==> config.mk <==
export PLATFORM = sky130hd
export DESIGN_NAME = multi_edge_detector
export DESIGN_NICKNAME = d
export VERILOG_FILES = /design/src/rtl/multi_edge_detector.sv
export SDC_FILE = /design/constraint.sdc
export NUM_CORES = 1
export LEC_CHECK = 0
export BUFFER_PORTS_ARGS = -buffer_cell sky130_fd_sc_hd__buf_2
export CORE_MARGIN = 3
export CORE_UTILIZATION = 50
export CTS_CLUSTER_DIAMETER = 80
export CTS_CLUSTER_SIZE = 8
export DETAILED_ROUTE_END_ITERATION = 8
export HOLD_SLACK_MARGIN = 0.15
export PLACE_DENSITY = 0.75
export SYNTH_ARGS = -nofsm -noshare
export SYNTH_HDL_FRONTEND = slang
export SYNTH_SLANG_ARGS = --single-unit
==> constraint.sdc <==
create_clock -name sys_clk -period 2.03 [get_ports sys_clk]
set_input_delay 0 -clock sys_clk [delete_from_list [all_inputs] [get_ports sys_clk]]
set_output_delay 0 -clock sys_clk [all_outputs]
set_load 0.005 [all_outputs]
==> src/rtl/multi_edge_detector.sv <==
// multi_edge_detector: per-channel sync, optional debounce, edge detect,
// pulse/sticky/saturating-counter outputs. Optional filter: MULTI_EDGE_DEBOUNCE_EN.
//
// Ports:
//   sys_clk, sys_rst_n  - clock, synchronous active-low reset
//   sig_in[CH]          - raw (possibly asynchronous) input lines
//   mode[2*CH]          - per channel {fall_en, rise_en}
//   sticky_clr[CH]      - per-channel sticky clear strobe
//   cnt_clr             - clear all event counters
//   level_out[CH]       - accepted (synchronised, filtered) level
//   edge_pulse[CH]      - one-cycle pulse per qualified edge
//   rise_pulse[CH]      - one-cycle pulse per accepted rise (mode-independent)
//   fall_pulse[CH]      - one-cycle pulse per accepted fall (mode-independent)
//   event_sticky[CH]    - latched event flag
//   event_count[CH*CNT_W] - saturating qualified-edge counters
//   any_event           - OR of qualified edges, registered with edge_pulse
module multi_edge_detector #(
    parameter int CH              = 4,
    parameter int SYNC_STAGES     = 2,
    parameter int DEBOUNCE_CYCLES = 16,
    parameter int CNT_W           = 8
) (
    input  logic                sys_clk,
    input  logic                sys_rst_n,
    input  logic [CH-1:0]       sig_in,
    input  logic [2*CH-1:0]     mode,
    input  logic [CH-1:0]       sticky_clr,
    input  logic                cnt_clr,
    output logic [CH-1:0]       level_out,
    output logic [CH-1:0]       edge_pulse,
    output logic [CH-1:0]       rise_pulse,
    output logic [CH-1:0]       fall_pulse,
    output logic [CH-1:0]       event_sticky,
    output logic [CH*CNT_W-1:0] event_count,
    output logic                any_event
);

    localparam logic [CNT_W-1:0] CNT_MAX = '1;

    // Synchroniser chain; the last stage is the synchronised sample.
    logic [CH-1:0] sync_q [SYNC_STAGES];
    logic [CH-1:0] s;

    always_ff @(posedge sys_clk) begin
        if (!sys_rst_n) begin
            for (int k = 0; k < SYNC_STAGES; k++) sync_q[k] <= '0;
        end else begin
            sync_q[0] <= sig_in;
            for (int k = 1; k < SYNC_STAGES; k++) sync_q[k] <= sync_q[k-1];
        end
    end

    assign s = sync_q[SYNC_STAGES-1];

    // Accepted level and its one-cycle delayed copy.
    logic [CH-1:0] lvl_q, lvl_d;
    logic [CH-1:0] dly_q;

`ifdef MULTI_EDGE_DEBOUNCE_EN
    localparam int DBW = $clog2(DEBOUNCE_CYCLES + 1);
    localparam logic [DBW-1:0] DB_LAST = DBW'(DEBOUNCE_CYCLES - 1);

    logic [DBW-1:0] db_q [CH];
    logic [DBW-1:0] db_d [CH];

    // A level change is accepted only after the new value has been seen
    // for DEBOUNCE_CYCLES consecutive cycles; any bounce restarts the count.
    always_comb begin
        lvl_d = lvl_q;
        for (int i = 0; i < CH; i++) begin
            db_d[i] = '0;
            if (s[i] != lvl_q[i]) begin
                if (db_q[i] == DB_LAST) begin
                    lvl_d[i] = s[i];
                end else begin
                    db_d[i] = db_q[i] + 1'b1;
                end
            end
        end
    end

    always_ff @(posedge sys_clk) begin
        if (!sys_rst_n) begin
            for (int i = 0; i < CH; i++) db_q[i] <= '0;
        end else begin
            for (int i = 0; i < CH; i++) db_q[i] <= db_d[i];
        end
    end
`else
    assign lvl_d = s;
`endif

    // Edge detection on the accepted level.
    logic [CH-1:0] rise, fall, qual;

    assign rise = lvl_q & ~dly_q;
    assign fall = ~lvl_q & dly_q;

    always_comb begin
        qual = '0;
        for (int i = 0; i < CH; i++) begin
            qual[i] = (mode[2*i] & rise[i]) | (mode[2*i+1] & fall[i]);
        end
    end

    // Sticky flag: a new event in the same cycle beats the clear.
    logic [CH-1:0] sticky_q, sticky_d;

    assign sticky_d = qual | (sticky_q & ~sticky_clr);

    // Saturating counters; a global clear coinciding with an event loads 1.
    logic [CNT_W-1:0] cnt_q [CH];
    logic [CNT_W-1:0] cnt_d [CH];

    always_comb begin
        for (int i = 0; i < CH; i++) begin
            cnt_d[i] = cnt_q[i];
            if (cnt_clr) begin
                cnt_d[i] = CNT_W'(qual[i]);
            end else if (qual[i] && cnt_q[i] != CNT_MAX) begin
                cnt_d[i] = cnt_q[i] + 1'b1;
            end
        end
    end

    logic [CH-1:0] edge_q, rise_q, fall_q;
    logic          any_q;

    always_ff @(posedge sys_clk) begin
        if (!sys_rst_n) begin
            lvl_q    <= '0;
            dly_q    <= '0;
            edge_q   <= '0;
            rise_q   <= '0;
            fall_q   <= '0;
            any_q    <= 1'b0;
            sticky_q <= '0;
            for (int i = 0; i < CH; i++) cnt_q[i] <= '0;
        end else begin
            lvl_q    <= lvl_d;
            dly_q    <= lvl_q;
            edge_q   <= qual;
            rise_q   <= rise;
            fall_q   <= fall;
            any_q    <= |qual;
            sticky_q <= sticky_d;
            for (int i = 0; i < CH; i++) cnt_q[i] <= cnt_d[i];
        end
    end

    assign level_out    = lvl_q;
    assign edge_pulse   = edge_q;
    assign rise_pulse   = rise_q;
    assign fall_pulse   = fall_q;
    assign any_event    = any_q;
    assign event_sticky = sticky_q;

    for (genvar g = 0; g < CH; g++) begin : g_cnt
        assign event_count[g*CNT_W +: CNT_W] = cnt_q[g];
    end

endmodule
==> results.cfg, run 1 <==
[setup_path]
crit_type = reg -> reg
worstSetupStartpoint = level_out[3]
cp-start-kind = flip-flop
setup.worst_path.end = event_sticky[3]
cp-end-kind = flip-flop
arrival_ns = 1.89
timing.rr.end = event_sticky[3]
crit_fanout = 7
rr_worst_depth = 4
slowest_stage = dlygate4sd3_1
max_stage_delay_ns = 0.55
path_cells = nand3b_1, nand2_1, o21a_1, dlygate4sd3_1
required_ns = 2.25
crit-reg2reg-launch = level_out[3]
r2r_setup_slack_ns = 0.36

[finish]
fillers = 433
final_net_count = 388
drive_gt1_share_pct = 25.7
design_area_mm2 = 0.00344
area_growth_pct = 28.8
final_cell_count_no_fill = 437
utilization_pct = 69.6
final_cell_mix = 71 x buf_2, 65 x dfxtp_1, 23 x and2_1
layout_commonest_cell = buf_2
diodes = 0

[timing]
worstMarginPinSlew_ns = 0.480
hold_viol = 0
clock.fmax_ghz = 0.598
drv_slew = 0
period_needed_ns = 1.67
hold_ws_ns = 0.187
fin_crit_sh_pct = 82.4
setup_violations = 0
fin_worst_skew_ns = 0.00677
final.setup.worst_slack_ns = 0.358
rsz0062_at_grt = false
setup_tns_ns = 0
slew_headroom_pct = 67.9

[placement]
dp_hpwl_um = 4090
placed_area_mm2 = 0.00309
pre_cts_slack_ns = 0.390
place_inst = 407
port_buffers = 71
place_congestion = 0.844

[global_routing]
antenna_found_initial = 0
grt_pass1_vias = 2188
overflow = 0
grt_pass1_wl_um = 10000
grt_max_degree = 21
grt_usage_pct = 20.4

[cts]
cts_inserted_buffers = 9
post_cts_resized = 0
clockBufferDepth = 2
cts_tree = built
cts-root-buf = clkbuf_8
cts_sinks = 65
clkTransAtPathRegs_ns = 0.07
post_cts_buffers = 0
clk_latency_ns = 0.34
htreeDepth = 3

[synthesis]
syn-cell-area_mm2 = 0.00267
synth_enable_flop_cells = 0
seq_area_frac_synth_pct = 48.7
synth_nets = 298
ys_seq_elements = 65
synth_area_per_cell_um2 = 9.71
synth_cells = 275
yosys.area_share.adder_pct = 1.87
synthDistinctLibCells = 48
ys.flop_type = dfxtp_1
yosysWarnings = 0
synthXorXnorAreaFrac_pct = 1.31
async_reset_ff_share_pct = 0
synth_compound_area_share_pct = 15.5
synth.mux.area_fraction_pct = 2.62
synth_top_family_by_area = simple AND/OR/NAND/NOR gates
synth-simple-area-share_pct = 28.0

[hold_path]
hp-class = in -> reg
holdPathStages = 5

[route]
wl_per_cell_um = 13.4
route.met3.wl_um = 359
vias = 2322
routed_wl_um = 5830
top_layer_used = met4
drc = 0
routed-wl-met2_um = 2780
vias_per_cell = 5.31
ant_nets = 0
wl_met1_um = 2650
drtIter0Drc = 68
dr.pass1.iters = 4

[die]
ioPinCount = 72
start_util_pct = 54.1
die_h_um = 79.1
rows = 25
die_w_um = 79.1
core_mm2 = 0.00494
dieArea_mm2 = 0.00626

[power_and_ir_drop]
p_leak_nw = 1.56
peakVddDrop_uv = 507
power_density_mw_per_mm2 = 749
power_mw = 2.58

[run]
maxCapViolations = 0

[outcome]
outcome = completed
-- what timing repair did --
item | 4_1_cts | 5_1_grt
hold buffers | 14 | 0
setup endpoints to repair | 0 | 0
hold endpoints to repair | 23 | 0
-- worst min-delay path by stage --
stage / from / endpoint / slack [ns]
after floorplan: sig_in[0] / sync_q[0][0] / 0.13
after global placement: sig_in[1] / sync_q[0][1] / 0.21
after detailed placement: sig_in[1] / sync_q[0][1] / 0.21
after CTS: mode[0] / cnt_q[0][4] / 0.16
after global routing: mode[0] / cnt_q[0][4] / 0.21
final: mode[0] / cnt_q[0][4] / 0.19
-- sequential cells by signal (all words and copies together) (netlist names) --
| name | cells |
|---|---|
| cnt_q | 32 |
| any_event | 1 |
| edge_pulse | 4 |
| rise_pulse | 4 |
| dly_q | 4 |
| event_sticky | 4 |
| sync_q | 8 |
| fall_pulse | 4 |
| level_out | 4 |
-- per-layer routing --
metal / track usage (%) / up-vias
met3: 7.37 / 4
met1: 24.6 / 1077
met5: 0 / -
met2: 33.5 / 62
li1: - / 1179
met4: 6.87 / 0
-- critical path, delay by kind of cell (launching register included) --
kind | cells | cell delay (ns)
AOI/OAI and AO/OA | 1 | 0.22
buffers and inverters | 1 | 0.55
DFF | 1 | 0.42
and+or+nand+nor | 2 | 0.37
-- logic make-up after synthesis --
group,Yosys count
buffers and inverters,12
adders and majority gates,4
muxes,7
AOI/OAI and AO/OA,60
DFF,65
and+or+nand+nor,123
xor gates and xnor gates,4
-- cell usage after synthesis, drive strengths merged (2+ instances only) --
| cell | instances | area share (%) |
|---|---|---|
| and3 | 5 | 1.2 |
| mux2i | 7 | 2.6 |
| a22oi | 2 | 0.56 |
| xor2 | 2 | 0.66 |
| o21a | 3 | 0.84 |
| buf | 2 | 0.61 |
| or2 | 2 | 0.47 |
| a32o | 2 | 0.75 |
| o21ai | 12 | 2.2 |
| and2 | 23 | 5.4 |
| ha | 4 | 1.9 |
| a21boi | 2 | 0.56 |
| dfxtp | 65 | 49 |
| xnor2 | 2 | 0.66 |
| nor2 | 17 | 2.4 |
| nand3 | 7 | 1.3 |
| a211oi | 2 | 0.56 |
| o2111ai | 3 | 0.98 |
| nand3b | 8 | 3.2 |
| nand4 | 6 | 1.4 |
| clkbuf | 7 | 0.98 |
| or4 | 2 | 0.56 |
| nand2 | 17 | 2.4 |
| or3 | 6 | 1.4 |
| o211ai | 3 | 0.84 |
| and3b | 8 | 2.6 |
| a31o | 3 | 0.98 |
| nand2b | 6 | 1.4 |
| a21oi | 18 | 3.4 |
| inv | 3 | 0.42 |
| and4 | 4 | 1.4 |
| nor2b | 10 | 2.3 |
| a2111oi | 2 | 1.1 |
-- report_power, final --
group	switching, mW	internal, mW
combinational	0.0523	0.0590
sequential	0.00977	1.29
clock	0.478	0.685
total	0.540	2.04
-- final cells by class --
| type | instances | area [µm²] | area share, % |
|---|---|---|---|
| inverter | 3 | 11.3 | 0.327 |
| clock inverter | 6 | 82.6 | 2.40 |
| timing repair buffer | 88 | 518 | 15.1 |
| tap | 67 | 83.8 | 2.44 |
| multi-input combinational | 198 | 1320 | 38.3 |
| sequential | 65 | 1300 | 37.8 |
| clock buffer | 10 | 128 | 3.71 |
(Power assumes the default switching activity.)
==> inputs of run 2 (changes only) <==
clock period = 1.55 ns   (was 2.03 ns; I/O delays follow)
==> run 2 against run 1 <==
Sequential power up 32%. Clock power up 27%. Clock-buffer cell count up 4. Fmax up 13%. Via count up 3.8%. Critical endpoint is now any_event. Highest routed layer unchanged. Die area unchanged. Power up 29%. Global-route usage up 1.3 points. Largest cell class unchanged. Combinational power up 41%.
==> results.cfg, run 2 (synthesis results as in run 1) <==
[route]
routed-wl-met2_um = 3110
ant_nets = 0
drtIter0Drc = 111
route.met3.wl_um = 315
drc = 0
top_layer_used = met4
wl_per_cell_um = 13.9
dr.pass1.iters = 4
vias = 2411
wl_met1_um = 2830
routed_wl_um = 6330
vias_per_cell = 5.31

[global_routing]
grt_pass1_vias = 2359
overflow = 0
grt_max_degree = 30
antenna_found_initial = 0
grt_usage_pct = 21.7
grt_pass1_wl_um = 10800

[cts]
clkTransAtPathRegs_ns = 0.07
clk_latency_ns = 0.33
cts_sinks = 65
cts-root-buf = clkbuf_8
htreeDepth = 3
cts_tree = built
cts_inserted_buffers = 9
clockBufferDepth = 2

[setup_path]
path_cells = and3b_2, or2_1, o41a_1
crit_fanout = 5
max_stage_delay_ns = 0.42
cp-start-kind = flip-flop
cp-end-kind = flip-flop
required_ns = 1.76
slowest_stage = o41a_1
arrival_ns = 1.69
crit_type = reg -> reg

[finish]
final_cell_mix = 71 x buf_2, 65 x dfxtp_1, 23 x and2_1
design_area_mm2 = 0.00360
drive_gt1_share_pct = 30.5
largest_reg_flops = 32
final_net_count = 405
regMostFlops = cnt_q
fillers = 406
reg_top3 = cnt_q (32), sync_q (8)
area_growth_pct = 34.8
diodes = 0
layout_commonest_cell = buf_2
utilization_pct = 72.8

[die]
die_h_um = 79.1
dieArea_mm2 = 0.00626
rows = 25
core_mm2 = 0.00494
ioPinCount = 72
die_w_um = 79.1
start_util_pct = 54.1

[timing]
hold_viol = 0
hold_ws_ns = 0.157
period_needed_ns = 1.48
setup_violations = 0
worstMarginPinSlew_ns = 0.498
slew_headroom_pct = 66.8
final.setup.worst_slack_ns = 0.0690
rsz0062_at_grt = true
fin_worst_skew_ns = 0.00534
drv_slew = 0
fin_crit_sh_pct = 95.5
clock.fmax_ghz = 0.675

[placement]
pre_cts_slack_ns = -0.00721
dp_hpwl_um = 4330
port_buffers = 71
placed_area_mm2 = 0.00322
place_congestion = 0.832

[power_and_ir_drop]
peakVddDrop_uv = 888
p_leak_nw = 1.65
power_density_mw_per_mm2 = 927
power_mw = 3.34

[run]
maxCapViolations = 0

[outcome]
outcome = completed

[hold_path]
hp-class = in -> reg
[run 2: cell count changes in the layout (fill, tap and decap cells not counted), moves of 2 or more]
cell / delta
and3b_1: -2
clkinv_2: -2
a22oi_1: -2
clkbuf_8: +3
buf_4: +18
and3b_2: +2
a22oi_2: +2
[run 2: worst max-delay path, delay by kind of cell, from the launching register on]
kind | cells | cell delay, ns
simple gates | 2 | 0.55
compound gates | 1 | 0.42
flops | 1 | 0.40
[run 2: what timing repair did]
item	in CTS	in global routing
setup endpoints to repair	2	11
buffers inserted	0	1
hold buffers	13	0
hold endpoints to repair	16	0
resized for setup	1	7
pin swaps	0	1
gates cloned	0	0
[run 2: cell type report]
cell class                 instances  area [µm²]  area share (%)
multi-input combinational        198        1350            37.6
tap                               67        83.8            2.33
inverter                           3        11.3           0.313
clock inverter                     2        35.0           0.973
timing repair buffer             105         643            17.9
clock buffer                      14         173            4.80
sequential                        65        1300            36.1
[run 2: path summary, 6_finish.rpt]
| path | to | depth (start not counted) | slack [ns] | from |
|---|---|---|---|---|
| worst max-delay path | any_event | 3 | 0.07 | level_out[2] |
| worst min-delay path | edge_pulse[0] | 4 | 0.16 | mode[1] |
| worst max register to register | any_event | 3 | 0.07 | level_out[2] |
| worst min register to register | level_out[2] | 1 | 0.43 | sync_q[1][2] |
[run 2: power by group]
group,leakage (nW),internal [mW],switching [mW]
Combinational,1.02,0.0822,0.0753
Clock,0.107,0.874,0.600
Sequential,0.526,1.69,0.0110
Total,1.65,2.65,0.686
[run 2: metrics by stage]
step	setup TNS (ns)	cells
after detailed placement	-0.00721	424
final	0	454
after floorplan	0	275
after global routing	-0.0215	454
after CTS	0	453
after global placement	0	424
[run 2: per-layer routing]
metal,vias up,GRT usage (%)
li1,1211,-
met1,1133,26.4
met2,57,36.5
met3,10,4.99
met4,0,9.62
met5,-,0
==> inputs of run 3 (changes only) <==
CORE_UTILIZATION = 35   (was 50)
PLACE_DENSITY = 0.55   (was 0.75)
==> run 3 against run 2 <==
Flip-flop and latch count unchanged. Clock power decreased by 17%. Sequential share of layout area decreased by 0.10 points. Die area grew 39%. Power is 7.6% lower. Register-to-register slack hardly changed. Worst setup slack worse by 0.013 ns. Highest routed layer unchanged. Non-clock buffer count rose by 4. Critical path type unchanged. Clock-buffer cell count is 3 lower. Wire length increased by 0.84%. Global-route usage shrank 6.5 points. Fmax fell by 0.86%. Largest power group unchanged.
==> results.cfg, run 3 (synthesis results as in run 1) <==
[die]
core_mm2 = 0.00733
die_h_um = 93.4
die_w_um = 93.4
start_util_pct = 36.4
ioPinCount = 72
rows = 31
dieArea_mm2 = 0.00872

[cts]
cts_sinks = 65
post_cts_buffers = 0
clkTransAtPathRegs_ns = 0.07
clockBufferDepth = 2
cts_tree = built
htreeDepth = 3
cts_inserted_buffers = 9
cts-root-buf = clkbuf_8
clk_latency_ns = 0.33

[route]
dr.pass1.iters = 4
wl_per_cell_um = 13.1
vias = 2380
ant_nets = 0
route.met3.wl_um = 284
routed_wl_um = 6380
drc = 0
routed-wl-met2_um = 2820
drtIter0Drc = 75
wl_met1_um = 3160
vias_per_cell = 4.87
top_layer_used = met4

[setup_path]
crit_fanout = 5
cp-start-kind = flip-flop
cp-end-kind = flip-flop
arrival_ns = 1.70
required_ns = 1.76
crit_type = reg -> reg

[finish]
final_cell_mix = 71 x buf_2, 65 x dfxtp_1, 23 x buf_4
drive_gt1_share_pct = 30.3
reg_top3 = cnt_q (32), sync_q (8)
layout_commonest_cell = buf_2
final_net_count = 409
area_growth_pct = 35.1
utilization_pct = 49.2
regMostFlops = cnt_q
largest_reg_flops = 32
diodes = 0

[timing]
rsz0062_at_grt = true
fin_worst_skew_ns = 0.0102
setup_violations = 0
slew_headroom_pct = 66.5
worstMarginPinSlew_ns = 0.502
period_needed_ns = 1.49
clock.fmax_ghz = 0.669
drv_slew = 0
hold_viol = 0
hold_ws_ns = 0.207
fin_crit_sh_pct = 96.4

[global_routing]
grt_usage_pct = 15.2
grt_pass1_vias = 2281
overflow = 0
grt_max_degree = 21
grt_pass1_wl_um = 10500
antenna_found_initial = 0

[placement]
dp_hpwl_um = 4560
port_buffers = 71
place_congestion = 0.873

[power_and_ir_drop]
peakVddDrop_uv = 526
p_clk_share_pct = 39.5
p_leak_nw = 1.67
pwr-share-seq_pct = 55.3
power_frac_comb_pct = 5.2
intPower_mw = 2.39
p_switching_uw = 697
p_sw_share_pct = 22.6
power_density_mw_per_mm2 = 854

[run]
maxCapViolations = 0

[outcome]
outcome = completed

[hold_path]
hp-class = in -> reg
## run 3: changes by cell type in the layout (fill, tap and decap cells not counted), moves of 2 or more
cell / before / now
buf_4: 21 / 23
clkinv_2: 1 / 4
clkbuf_8: 12 / 10
dlygate4sd3_1: 13 / 15
## run 3: critical path, stage by stage (launching register included)
cell     delay (ns)
dfxtp_1        0.38
and3b_2        0.27
or2_1          0.29
o41a_1         0.43
## run 3: final cells by class
cell class / count / area [µm²]
clock buffers: 11 / 141
fillers: 728 / 3720
repair buffers: 109 / 678
multi-input cells: 198 / 1330
inverters: 3 / 11.3
clock inverters: 4 / 20.0
well taps: 99 / 124
flip-flops and latches: 65 / 1300
## run 3: through the flow
step / instances / power (mW) / area [µm²] / setup slack [ns] / TNS [ns]
global route: 489 / 3.22 / 3610 / -0.0163 / -0.0163
global placement: 459 / 1.88 / 3280 / 0.0698 / 0
detailed placement: 459 / 1.88 / 3280 / 0.0484 / 0
floorplan: 275 / 1.81 / 2670 / 0.0468 / 0
finish: 489 / 3.08 / 3610 / 0.0562 / 0
CTS: 489 / 3.13 / 3590 / 0.0394 / 0
## run 3: repair_timing
item                                    CTS  global route
hold endpoints to repair                 22             0
endpoints found under the setup margin    0             9
hold buffers                             15             0
resized for setup                         0             5
## run 3: power by group through the flow
stage | combinational [mW] | sequential, mW | clock (mW)
3_5_place_dp | 0.133 | 1.74 | 0
3_3_place_gp | 0.133 | 1.74 | 0
4_1_cts | 0.162 | 1.70 | 1.26
5_1_grt | 0.179 | 1.71 | 1.33
6_report | 0.161 | 1.70 | 1.22
2_1_floorplan | 0.0656 | 1.74 | 0
## run 3: routing by layer
metal  vias to the layer above  GRT usage, %
met3                        10          3.46
met1                      1093          19.8
met2                        59          23.5
met5                         -             0
li1                       1218             -
met4                         0          7.69
## run 3: final timing paths
check                             startpoint            to  slack, ns  depth (start not counted)
worst min-delay path                 mode[0]   cnt_q[0][4]       0.21                          5
worst min register to register  sync_q[0][1]  sync_q[1][1]       0.43                          1
worst max register to register  level_out[2]     any_event       0.06                          3
worst max-delay path            level_out[2]     any_event       0.06                          3
